## src/rtl/cmd_proc_q.sv

```systemverilog
// Line-follower command processor: queues packed step commands in a FIFO and
// sequences follow / veer / timed-reversal / bump-stop behaviour against line_present.
module cmd_proc_q #(
   parameter int          CMD_W      = 16,
   parameter int          FIFO_DEPTH = 4,
   parameter int          ERR_W      = 16,
   parameter int unsigned VEER_ERR   = 'h0340,
   parameter int unsigned REV1_ERR   = 'h01E0,
   parameter int unsigned REV2_ERR   = 'h0380,
   parameter int          REV1_CYC   = 2883584,
   parameter int          REV2_CYC   = 65011712,
   parameter int          DBNC_CYC   = 4194304,
   parameter int          BUZZ_BIT   = 14
) (
   input  logic                          clk,
   input  logic                          rst_n,
   input  logic [CMD_W-1:0]              cmd,
   input  logic                          cmd_vld,
   output logic                          cmd_rdy,
   input  logic                          line_present,
   input  logic                          BMPL_n,
   input  logic                          BMPR_n,
   output logic                          go,
   output logic [ERR_W-1:0]              err_opn_lp,
   output logic                          buzz,
   output logic                          busy,
   output logic                          done,
   output logic [$clog2(FIFO_DEPTH):0]   fifo_cnt
);

   localparam int PW      = $clog2(FIFO_DEPTH);
   localparam int CW      = PW + 1;
   localparam int MAX_A   = (REV1_CYC > REV2_CYC) ? REV1_CYC : REV2_CYC;
   localparam int MAX_CYC = (MAX_A > DBNC_CYC) ? MAX_A : DBNC_CYC;
   localparam int TW      = (MAX_CYC > 1) ? $clog2(MAX_CYC) : 1;

   localparam logic [CW-1:0]    FULL_CNT  = CW'(FIFO_DEPTH);
   localparam logic [TW-1:0]    REV1_LAST = TW'(REV1_CYC - 1);
   localparam logic [TW-1:0]    REV2_LAST = TW'(REV2_CYC - 1);
   localparam logic [TW-1:0]    DBNC_LAST = TW'(DBNC_CYC - 1);
   localparam logic [ERR_W-1:0] VEER_MAG  = ERR_W'(VEER_ERR);
   localparam logic [ERR_W-1:0] REV1_MAG  = ERR_W'(REV1_ERR);
   localparam logic [ERR_W-1:0] REV2_MAG  = ERR_W'(REV2_ERR);

   typedef enum logic [2:0] {
      IDLE, FOLLOW, VEER, REV1, REV2, REV_WAIT, BUMP_DBNC, BUMP_HOLD
   } state_t;

   state_t state, state_nxt;

   logic [CMD_W-1:0] mem [FIFO_DEPTH];
   logic [PW-1:0]    wr_ptr, rd_ptr;
   logic [CW-1:0]    count;
   logic             push, pop, empty;

   logic [CMD_W-1:0] cur;
   logic             last_veer_right;
   logic [TW-1:0]    timer;
   logic [BUZZ_BIT:0] buzz_cnt;
   logic             bump, in_bump, nxt_in_bump;
   logic             load_cur, shift_cur, clr_cur, set_lvr, done_nxt;

   assign empty    = (count == '0);
   assign cmd_rdy  = (count != FULL_CNT);
   assign push     = cmd_vld & cmd_rdy;
   assign fifo_cnt = count;
   assign bump     = ~BMPL_n | ~BMPR_n;

   always_ff @(posedge clk) begin
      if (push) mem[wr_ptr] <= cmd;
   end

   // Power-of-two depth lets the pointers wrap by plain overflow.
   always_ff @(posedge clk or negedge rst_n) begin
      if (!rst_n) begin
         wr_ptr <= '0;
         rd_ptr <= '0;
         count  <= '0;
      end else begin
         if (push) wr_ptr <= wr_ptr + PW'(1);
         if (pop)  rd_ptr <= rd_ptr + PW'(1);
         case ({push, pop})
            2'b10:   count <= count + CW'(1);
            2'b01:   count <= count - CW'(1);
            default: count <= count;
         endcase
      end
   end

   always_comb begin
      state_nxt = state;
      pop       = 1'b0;
      load_cur  = 1'b0;
      shift_cur = 1'b0;
      clr_cur   = 1'b0;
      set_lvr   = 1'b0;
      done_nxt  = 1'b0;
      case (state)
         IDLE: begin
            if (!empty && line_present) begin
               pop       = 1'b1;
               load_cur  = 1'b1;
               state_nxt = FOLLOW;
            end
         end
         FOLLOW: begin
            if (bump) state_nxt = BUMP_DBNC;
            else if (!line_present) begin
               case (cur[1:0])
                  2'b00: begin
                     state_nxt = IDLE;
                     clr_cur   = 1'b1;
                     done_nxt  = 1'b1;
                  end
                  2'b11:   state_nxt = REV1;
                  default: state_nxt = VEER;
               endcase
            end else if (cur == '0 && !empty) begin
               pop      = 1'b1;
               load_cur = 1'b1;
            end
         end
         VEER: begin
            if (bump) state_nxt = BUMP_DBNC;
            else if (line_present) begin
               state_nxt = FOLLOW;
               set_lvr   = 1'b1;
               shift_cur = 1'b1;
            end
         end
         REV1: begin
            if (bump) state_nxt = BUMP_DBNC;
            else if (timer == REV1_LAST) state_nxt = REV2;
         end
         REV2: begin
            if (bump) state_nxt = BUMP_DBNC;
            else if (timer == REV2_LAST) state_nxt = REV_WAIT;
         end
         REV_WAIT: begin
            if (bump) state_nxt = BUMP_DBNC;
            else if (line_present) begin
               state_nxt = FOLLOW;
               shift_cur = 1'b1;
            end
         end
         BUMP_DBNC: begin
            if (timer == DBNC_LAST) state_nxt = bump ? BUMP_HOLD : FOLLOW;
         end
         BUMP_HOLD: begin
            if (!bump) state_nxt = FOLLOW;
         end
         default: state_nxt = IDLE;
      endcase
   end

   assign in_bump     = (state == BUMP_DBNC) || (state == BUMP_HOLD);
   assign nxt_in_bump = (state_nxt == BUMP_DBNC) || (state_nxt == BUMP_HOLD);

   // Any state change restarts the timer, so each timed state counts from zero.
   always_ff @(posedge clk or negedge rst_n) begin
      if (!rst_n) begin
         state           <= IDLE;
         cur             <= '0;
         last_veer_right <= 1'b0;
         timer           <= '0;
         buzz_cnt        <= '0;
         done            <= 1'b0;
      end else begin
         state <= state_nxt;
         done  <= done_nxt;
         if (load_cur)       cur <= mem[rd_ptr];
         else if (clr_cur)   cur <= '0;
         else if (shift_cur) cur <= cur >> 2;
         if (set_lvr) last_veer_right <= cur[0];
         if (state_nxt != state) timer <= '0;
         else if (state == REV1 || state == REV2 || state == BUMP_DBNC)
            timer <= timer + TW'(1);
         else timer <= '0;
         if (in_bump && nxt_in_bump) buzz_cnt <= buzz_cnt + (BUZZ_BIT+1)'(1);
         else buzz_cnt <= '0;
      end
   end

   always_comb begin
      go         = 1'b1;
      err_opn_lp = '0;
      case (state)
         IDLE, BUMP_DBNC, BUMP_HOLD: go = 1'b0;
         VEER: err_opn_lp = cur[0] ? VEER_MAG : -VEER_MAG;
         REV1: err_opn_lp = last_veer_right ? REV1_MAG : -REV1_MAG;
         REV2: err_opn_lp = last_veer_right ? -REV2_MAG : REV2_MAG;
         default: err_opn_lp = '0;
      endcase
   end

   assign buzz = buzz_cnt[BUZZ_BIT];
   assign busy = (state != IDLE);

endmodule

```

## config.mk

```make
export PLATFORM = sky130hd
export DESIGN_NAME = cmd_proc_q
export DESIGN_NICKNAME = d
export VERILOG_FILES = /design/src/rtl/cmd_proc_q.sv
export SDC_FILE = /design/constraint.sdc
export NUM_CORES = 1
export LEC_CHECK = 0
export ABC_CLOCK_PERIOD_IN_PS = 3300
export CAP_MARGIN = 5
export CORE_AREA = 2 2 105 107
export CTS_BUF_LIST = sky130_fd_sc_hd__clkbuf_4 sky130_fd_sc_hd__clkbuf_8
export CTS_CLUSTER_SIZE = 8
export DETAILED_ROUTE_END_ITERATION = 8
export DIE_AREA = 0 0 107 109
export PLACE_DENSITY_LB_ADDON = 0.1
export SLEW_MARGIN = 30
export SYNTH_ARGS = -nofsm -noshare
export SYNTH_HDL_FRONTEND = slang
export SYNTH_SLANG_ARGS = --single-unit
```

## constraint.sdc

```tcl
create_clock -name clk -period 3.3 [get_ports clk]
set_input_delay 0.495 -clock clk [delete_from_list [all_inputs] [get_ports clk]]
set_output_delay 0.495 -clock clk [all_outputs]
set_load 0.02 [all_outputs]
```

-- After elaboration in Yosys (flattened, before gate mapping)
Memory sizes are Yosys's and may differ from the RTL's.
Cells that the tools add are included.
- word-level logic and storage cells: 95
- memories: 1
- input port bits: 22
- memory bits (writable): 64
- flip-flop bits (word level): 69
- output and inout port bits: 24
- add/sub/neg operators: 6
- equality and inequality tests: 17
- bitwise gates (word level): 4
- muxes and demuxes: 41
- reductions and logical operators: 17
- memory list (name ; depth ; bits a word ; rd ports ; clocked after memory_dff ; write ports ; RTL line ; text):
    mem ; 4 ; 16 ; 1 ; 0 ; 1 ; 51 ; logic [CMD_W-1:0] mem [FIFO_DEPTH];
- operators with widths (operator ; count):
    2-to-1 mux 16 bit ; 6
    == test 26 x 22 -> 1 bit, second input constant ; 2
    2-to-1 mux 26 bit ; 2
    one-hot mux 16 bit (3 select lines) ; 1
    2-to-1 mux 3 bit ; 12
    adder 26 x 1 -> 26 bit, second input constant ; 1
    == test 26 bit, second input constant ; 1
    one-hot mux 3 bit (7 select lines) ; 1
    == test 3 bit, second input constant ; 6
    zero test 16 bit ; 1
    adder 15 x 1 -> 15 bit, second input constant ; 1
    2-to-1 mux 1 bit ; 15
    2-to-1 mux 15 bit ; 1
    == test 3 x 2 -> 1 bit, second input constant ; 2
    zero test 3 bit ; 2
    one-hot mux 3 bit (2 select lines) ; 1
    nonzero test 3 bit ; 2
    adder 2 x 1 -> 2 bit, second input constant ; 2
    == test 2 bit, second input constant ; 2
    logical OR 1 bit ; 4
    one-hot mux 2 bit (2 select lines) ; 1
    adder 3 x 1 -> 3 bit, second input constant ; 1
    == test 3 x 1 -> 1 bit, second input constant ; 1
    logical AND 1 bit ; 3
    other kinds (13) ; 14

-- Longest topological paths before layout
- depth in word-level cells: 9
- depth in mapped cells: 12
- depth with buffers taken out: 11

-- Least setup slack after synthesis
No wires, ideal clock.
- kind: in2reg
- from: input line_present
- to: register count[2], in the netlist fifo_cnt[2]
- stages on the path: 11
- arrival: 2583 ps
- setup time: 80 ps
- setup slack: 637 ps
- buffers on the path: 2
- required time: 3220 ps
- cell sequence: clkbuf_1 -> nor4b_2 -> nand2_2 -> buf_2 -> inv_1 -> ha_1 -> inv_1 -> fa_1 -> xor2_1 -> nor2_1 -> xor2_1
- word-level cells in the longest chain between the ends: 5
- elaborated cells between the ends (all ways): 9
- classes of those cells: eq/ne: 2; mux: 5; reduce/logical: 2
- ends and longest elaborated chain (item ; RTL line ; text):
    start: declaration ; 20 ; input logic line_present,
    2-to-1 mux 1 bit or logical AND 1 bit (tied branches) ; 108, 100 ;
    2-to-1 mux 1 bit (on tied branches) ; 107, 100 ;
    one-hot mux 1 bit (2 select lines) (*) ; 98 ; case (state)
    == test 2 x 1 -> 1 bit or == test 2 bit (tied branches) ; 82 ; case ({push, pop})
    one-hot mux 3 bit (2 select lines) or nonzero test 2 bit (tied branches) ; n/a ;
    end signal: assignment ; 83 ; 2'b10: count <= count + CW'(1);
    end signal: assignment ; 84 ; 2'b01: count <= count - CW'(1);
    end signal: assignment ; 85 ; default: count <= count;
    end: declaration ; 53 ; logic [CW-1:0] count;
Mark *: on every way between the ends. The rest lies on a longest branch, timed or not.
A chain may end at the register's enable or synchronous reset.

-- Worst setup path after layout
- from: register state[2]
- to: output err_opn_lp[11]
- word-level cells in the longest chain between the ends: 2
- elaborated cells between the ends (all ways): 4
- classes of those cells: eq/ne: 3; mux: 1
- ends and longest elaborated chain (item ; RTL line ; text):
    start: declaration ; 49 ; state_t state, state_nxt;
    start signal: assignment ; 169 ; state <= state_nxt;
    == test 3 bit or == test 3 x 2 -> 1 bit (tied branches) ; 187 ; case (state)
    one-hot mux 16 bit (3 select lines) (*) ; 187 ;
    end: declaration ; 24 ; output logic [ERR_W-1:0] err_opn_lp,
Marks and branches as above.

==> PnR_summary.wiki <==
{| class="wikitable"
! Metric !! Value
|-
| Maximum number of pins on one net before global-route repair || 51
|-
| Final max-slew violation count || 0
|-
| Predominant post-synthesis flop cell || sky130_fd_sc_hd__dfrtp_1
|-
| Root cell of the clock tree || sky130_fd_sc_hd__clkbuf_8
|-
| Starting Density || 59.6%
|-
| Source of the worst hold timing path || buzz_cnt[0]$_DFF_PN0_
|-
| Share of the cycle needed by the critical path after routing || 93.3%
|-
| Sequential cell area fraction in the yosys report || 57.8%
|-
| Clock H-tree levels || 4
|-
| Number of global-route vias before repair || 3,919
|-
| Worst Setup Start Kind || flip-flop
|-
| Synth async-reset ratio || 51.9%
|-
| Core outline area || 10,600 sq um
|-
| Global-route congestion overflow total || 0
|-
| Die area || 11,700 sq um
|-
| Highest fanout seen on the critical path || 15
|-
| Number of different library cells in the post-synthesis netlist || 56
|-
| Placement Setup Slack || 0.196 ns
|-
| Via density || 5.52
|-
| Count of standard-cell rows || 38
|-
| Maximum clock insertion buffer count || 2
|-
| Summed negative setup slack over all endpoints || 0 ns
|-
| Global-route total usage across every layer || 21.1%
|-
| Global-route wire length before repair || 18,600 microns
|-
| IO Pins || 46
|-
| Count of final hold-check violations || 0
|-
| Mapped Avg Cell Area || 12.9 sq um
|-
| Run status || finished, final reports clean
|-
| Clock latency reported for the late side of the worst-skew pair || 0.43 ns
|-
| Switching Fraction || 33.4%
|-
| Drt drc || 0
|-
| Clk pwr share || 24.5%
|-
| Number of clock buffers inserted by TritonCTS || 17
|-
| Tmin final || 3.08 ns
|-
| Per-cell routed wire length || 16.0 microns
|-
| Internal power || 3.78 mW
|-
| Pin slew with the least headroom to its limit || 0.842 ns
|-
| Clock input transition at the sequential cells of the worst setup and hold paths || 0.07 ns
|-
| Maximum resistive drop on vdd || 0.529 mV
|-
| Setup slack after layout || 0.220 ns
|-
| Detail Placement HPWL || 7330 microns
|-
| DRT antenna net count || 0
|-
| Final weighted congestion in routability-driven placement || 0.796
|-
| Antenna fix cells || 0
|-
| Worst hold path endpoint || buzz_cnt[0]$_DFF_PN0_
|-
| Total vias in the final route || 3,812
|-
| Combinational group share of total power || 33.1%
|-
| Net switching power of the design || 1.89 mW
|-
| Upper clock frequency limit || 325 MHz
|-
| Clock tree from TritonCTS || done
|-
| Unrepaired setup endpoints after global routing || false
|-
| Flip-flop and latch count after synthesis || 133
|-
| Area overhead of the layout relative to synthesis || 14.2%
|-
| # Max-Cap Violations || 0
|-
| Register-to-register setup slack || 0.65 ns
|-
| Worst r2r src || cur[12]$_DFFE_PN0P_
|-
| Type of element capturing the critical path || primary output
|-
| Setup Buffers After CTS || 0
|-
| Antenna violations before repair || 0
|-
| CP Data Required Time || 2.80 ns
|-
| Number of cells on the worst hold path || 1
|-
| Chip Width || 107 microns
|-
| Syn Inst Count || 491
|-
| Total setup violations reported at the end of the flow || 0
|-
| Number of flops mapped to enable cells by yosys || 64
|-
| Proportion of power drawn by flip-flops and latches || 42.5%
|-
| Static power due to leakage || 2.97 nW
|-
| Worst-case reg-to-reg path depth || 11
|-
| Fraction of layout instances using a drive strength above 1 || 17.3%
|-
| Height of the chip || 109 microns
|-
| Setup Crit Path Kind || reg2out
|-
| Number of DRC violations after detailed-routing iteration 0 || 193
|-
| Arrival time at the worst endpoint || 2.59 ns
|-
| Number of clock sinks || 133
|-
| Hold crit path type || reg2reg
|-
| Layout Nets || 567
|-
| Power density relative to cell area || 787 nW/um^2
|-
| Post-Route WL || 11,100 microns
|-
| Number of input and output port buffers inserted || 40
|-
| Worst flop-to-flop path endpoint || fifo_cnt[2]$_DFFE_PN0P_
|-
| Worst setup skew after layout || 0.00794 ns
|-
| Number of warning messages in the yosys log || 0
|-
| Worst slew margin || 43.8%
|-
| Synthesized cell area || 6320 sq um
|-
| Router iterations before antenna repair || 5
|}
-- cell usage after synthesis, types with 4 or more instances --
master	count	area share (%)
sky130_fd_sc_hd__nor2_1	41	2.4
sky130_fd_sc_hd__clkbuf_1	8	0.48
sky130_fd_sc_hd__nand2_1	37	2.2
sky130_fd_sc_hd__mux2i_1	16	2.5
sky130_fd_sc_hd__nor3_1	10	0.79
sky130_fd_sc_hd__xor2_1	27	3.7
sky130_fd_sc_hd__nor4_1	5	0.50
sky130_fd_sc_hd__nand3_1	20	1.6
sky130_fd_sc_hd__xnor2_1	16	2.2
sky130_fd_sc_hd__nand2b_1	4	0.40
sky130_fd_sc_hd__and3_1	11	1.1
sky130_fd_sc_hd__edfxtp_1	64	30
sky130_fd_sc_hd__and2_1	6	0.59
sky130_fd_sc_hd__nand4_1	14	1.4
sky130_fd_sc_hd__o21ai_0	5	0.40
sky130_fd_sc_hd__mux4_2	16	5.7
sky130_fd_sc_hd__ha_1	7	1.4
sky130_fd_sc_hd__a21oi_1	9	0.71
sky130_fd_sc_hd__mux2_2	14	2.5
sky130_fd_sc_hd__buf_4	11	1.3
sky130_fd_sc_hd__buf_2	4	0.32
sky130_fd_sc_hd__dfrtp_1	69	27
sky130_fd_sc_hd__inv_1	26	1.5
sky130_fd_sc_hd__nor3_2	10	1.6
-- repair_timing --
action,4_1_cts,5_1_grt
hold endpoints to repair,19,0
hold buffers,1,0
resized for setup,0,0
-- stage by stage --
stage               cells  util, %  total power, mW  hold slack, ns  cell area [sq um]
CTS                   690     68.0             5.75           0.479               7210
finish                690     68.0             5.67           0.472               7210
floorplan             495        -             3.79           0.199               6330
global route          690     68.0             6.03           0.490               7210
global placement      657     64.0             4.29           0.438               6790
detailed placement    657     64.0             4.35           0.463               6790
-- worst max path at each step --
stage                             from                      end  cells after the start
floorplan                 line_present  fifo_cnt[2]$_DFFE_PN0P_                     11
global placement                BMPL_n  fifo_cnt[2]$_DFFE_PN0P_                     12
detailed placement              BMPL_n  fifo_cnt[2]$_DFFE_PN0P_                     12
CTS                 state[2]$_DFF_PN0_           err_opn_lp[11]                      5
global route        state[2]$_DFF_PN0_           err_opn_lp[14]                      5
finish              state[2]$_DFF_PN0_           err_opn_lp[11]                      5
-- state kept, by name, summed over array words and instances, names as in the netlist --
| register | count |
|---|---|
| rd_ptr | 2 |
| timer | 26 |
| done | 1 |
| buzz_cnt | 15 |
| wr_ptr | 2 |
| fifo_cnt | 3 |
| last_veer_right | 1 |
| mem | 64 |
| cur | 16 |
| state | 3 |
-- worst max-delay path, cell delays in order (launching register included) --
cell and delay [ns]:
sky130_fd_sc_hd__dfrtp_1 0.54, sky130_fd_sc_hd__nand2b_1 0.32, sky130_fd_sc_hd__nor2_1 0.18, sky130_fd_sc_hd__a21oi_1 0.06, sky130_fd_sc_hd__o22ai_1 0.35, sky130_fd_sc_hd__clkdlybuf4s50_1 0.69
-- kinds of logic (layout without fill, tap and decap cells) --
logic type / Yosys count / in the layout / synth area share, %
DFF: 133 / 133 / 57.8
adders and majority gates: 8 / 8 / 1.70
and+or+nand+nor: 176 / 176 / 15.5
AOI/OAI and AO/OA: 31 / 31 / 3.90
buffers and inverters: 53 / 108 / 4.38
xor gates and xnor gates: 43 / 43 / 5.96
other: 1 / 5 / 0.0594
muxes: 46 / 46 / 10.7
-- power groups by stage --
stage / Combinational (mW) / Sequential [mW] / Clock [mW]
floorplan: 1.48 / 2.31 / 0
global placement: 1.86 / 2.43 / 0
detailed placement: 1.90 / 2.45 / 0
CTS: 1.91 / 2.42 / 1.42
global route: 2.07 / 2.47 / 1.49
finish: 1.88 / 2.41 / 1.39
-- layout make-up --
class | count | area, sq um
Sequential cell | 133 | 3650
Fill cell | 793 | 3390
Multi-Input combinational cell | 309 | 2410
Timing Repair Buffer | 50 | 473
Clock buffer | 23 | 279
Tap cell | 140 | 175
Clock inverter | 9 | 129
Inverter | 26 | 97.6
-- routing by layer --
metal	wire length [microns]	up-vias	GRT usage, %
met4	144	0	8.63
met5	0	-	0
met2	5700	56	36.4
met3	405	12	5.20
met1	4820	1896	25.5
li1	-	1848	-
-- cell usage in the layout, fill, tap and decap left out, types with 2 or more instances in the layout --
| master | count |
|---|---|
| sky130_fd_sc_hd__nor4_1 | 4 |
| sky130_fd_sc_hd__nand2b_1 | 4 |
| sky130_fd_sc_hd__a21oi_1 | 9 |
| sky130_fd_sc_hd__clkbuf_8 | 17 |
| sky130_fd_sc_hd__and4_1 | 2 |
| sky130_fd_sc_hd__nand4_1 | 14 |
| sky130_fd_sc_hd__mux2i_1 | 16 |
| sky130_fd_sc_hd__ha_1 | 7 |
| sky130_fd_sc_hd__conb_1 | 5 |
| sky130_fd_sc_hd__o22ai_1 | 3 |
| sky130_fd_sc_hd__edfxtp_1 | 64 |
| sky130_fd_sc_hd__mux2_2 | 14 |
| sky130_fd_sc_hd__and2_1 | 6 |
| sky130_fd_sc_hd__buf_4 | 9 |
| sky130_fd_sc_hd__clkbuf_4 | 6 |
| sky130_fd_sc_hd__nor3_1 | 10 |
| sky130_fd_sc_hd__nor2_1 | 41 |
| sky130_fd_sc_hd__clkinv_4 | 3 |
| sky130_fd_sc_hd__o21ai_0 | 5 |
| sky130_fd_sc_hd__bufinv_16 | 3 |
| sky130_fd_sc_hd__and3_1 | 11 |
| sky130_fd_sc_hd__nor2b_1 | 3 |
| sky130_fd_sc_hd__xnor2_1 | 16 |
| sky130_fd_sc_hd__mux4_2 | 16 |
| sky130_fd_sc_hd__xor2_1 | 27 |
| sky130_fd_sc_hd__nand3_1 | 20 |
| sky130_fd_sc_hd__nand2_1 | 37 |
| sky130_fd_sc_hd__o211ai_1 | 3 |
| sky130_fd_sc_hd__clkinv_1 | 2 |
| sky130_fd_sc_hd__inv_1 | 26 |
| sky130_fd_sc_hd__clkdlybuf4s50_1 | 39 |
| sky130_fd_sc_hd__nor3_2 | 10 |
| sky130_fd_sc_hd__dfrtp_1 | 69 |
| sky130_fd_sc_hd__a31o_2 | 2 |
(Power assumes the default switching activity.)
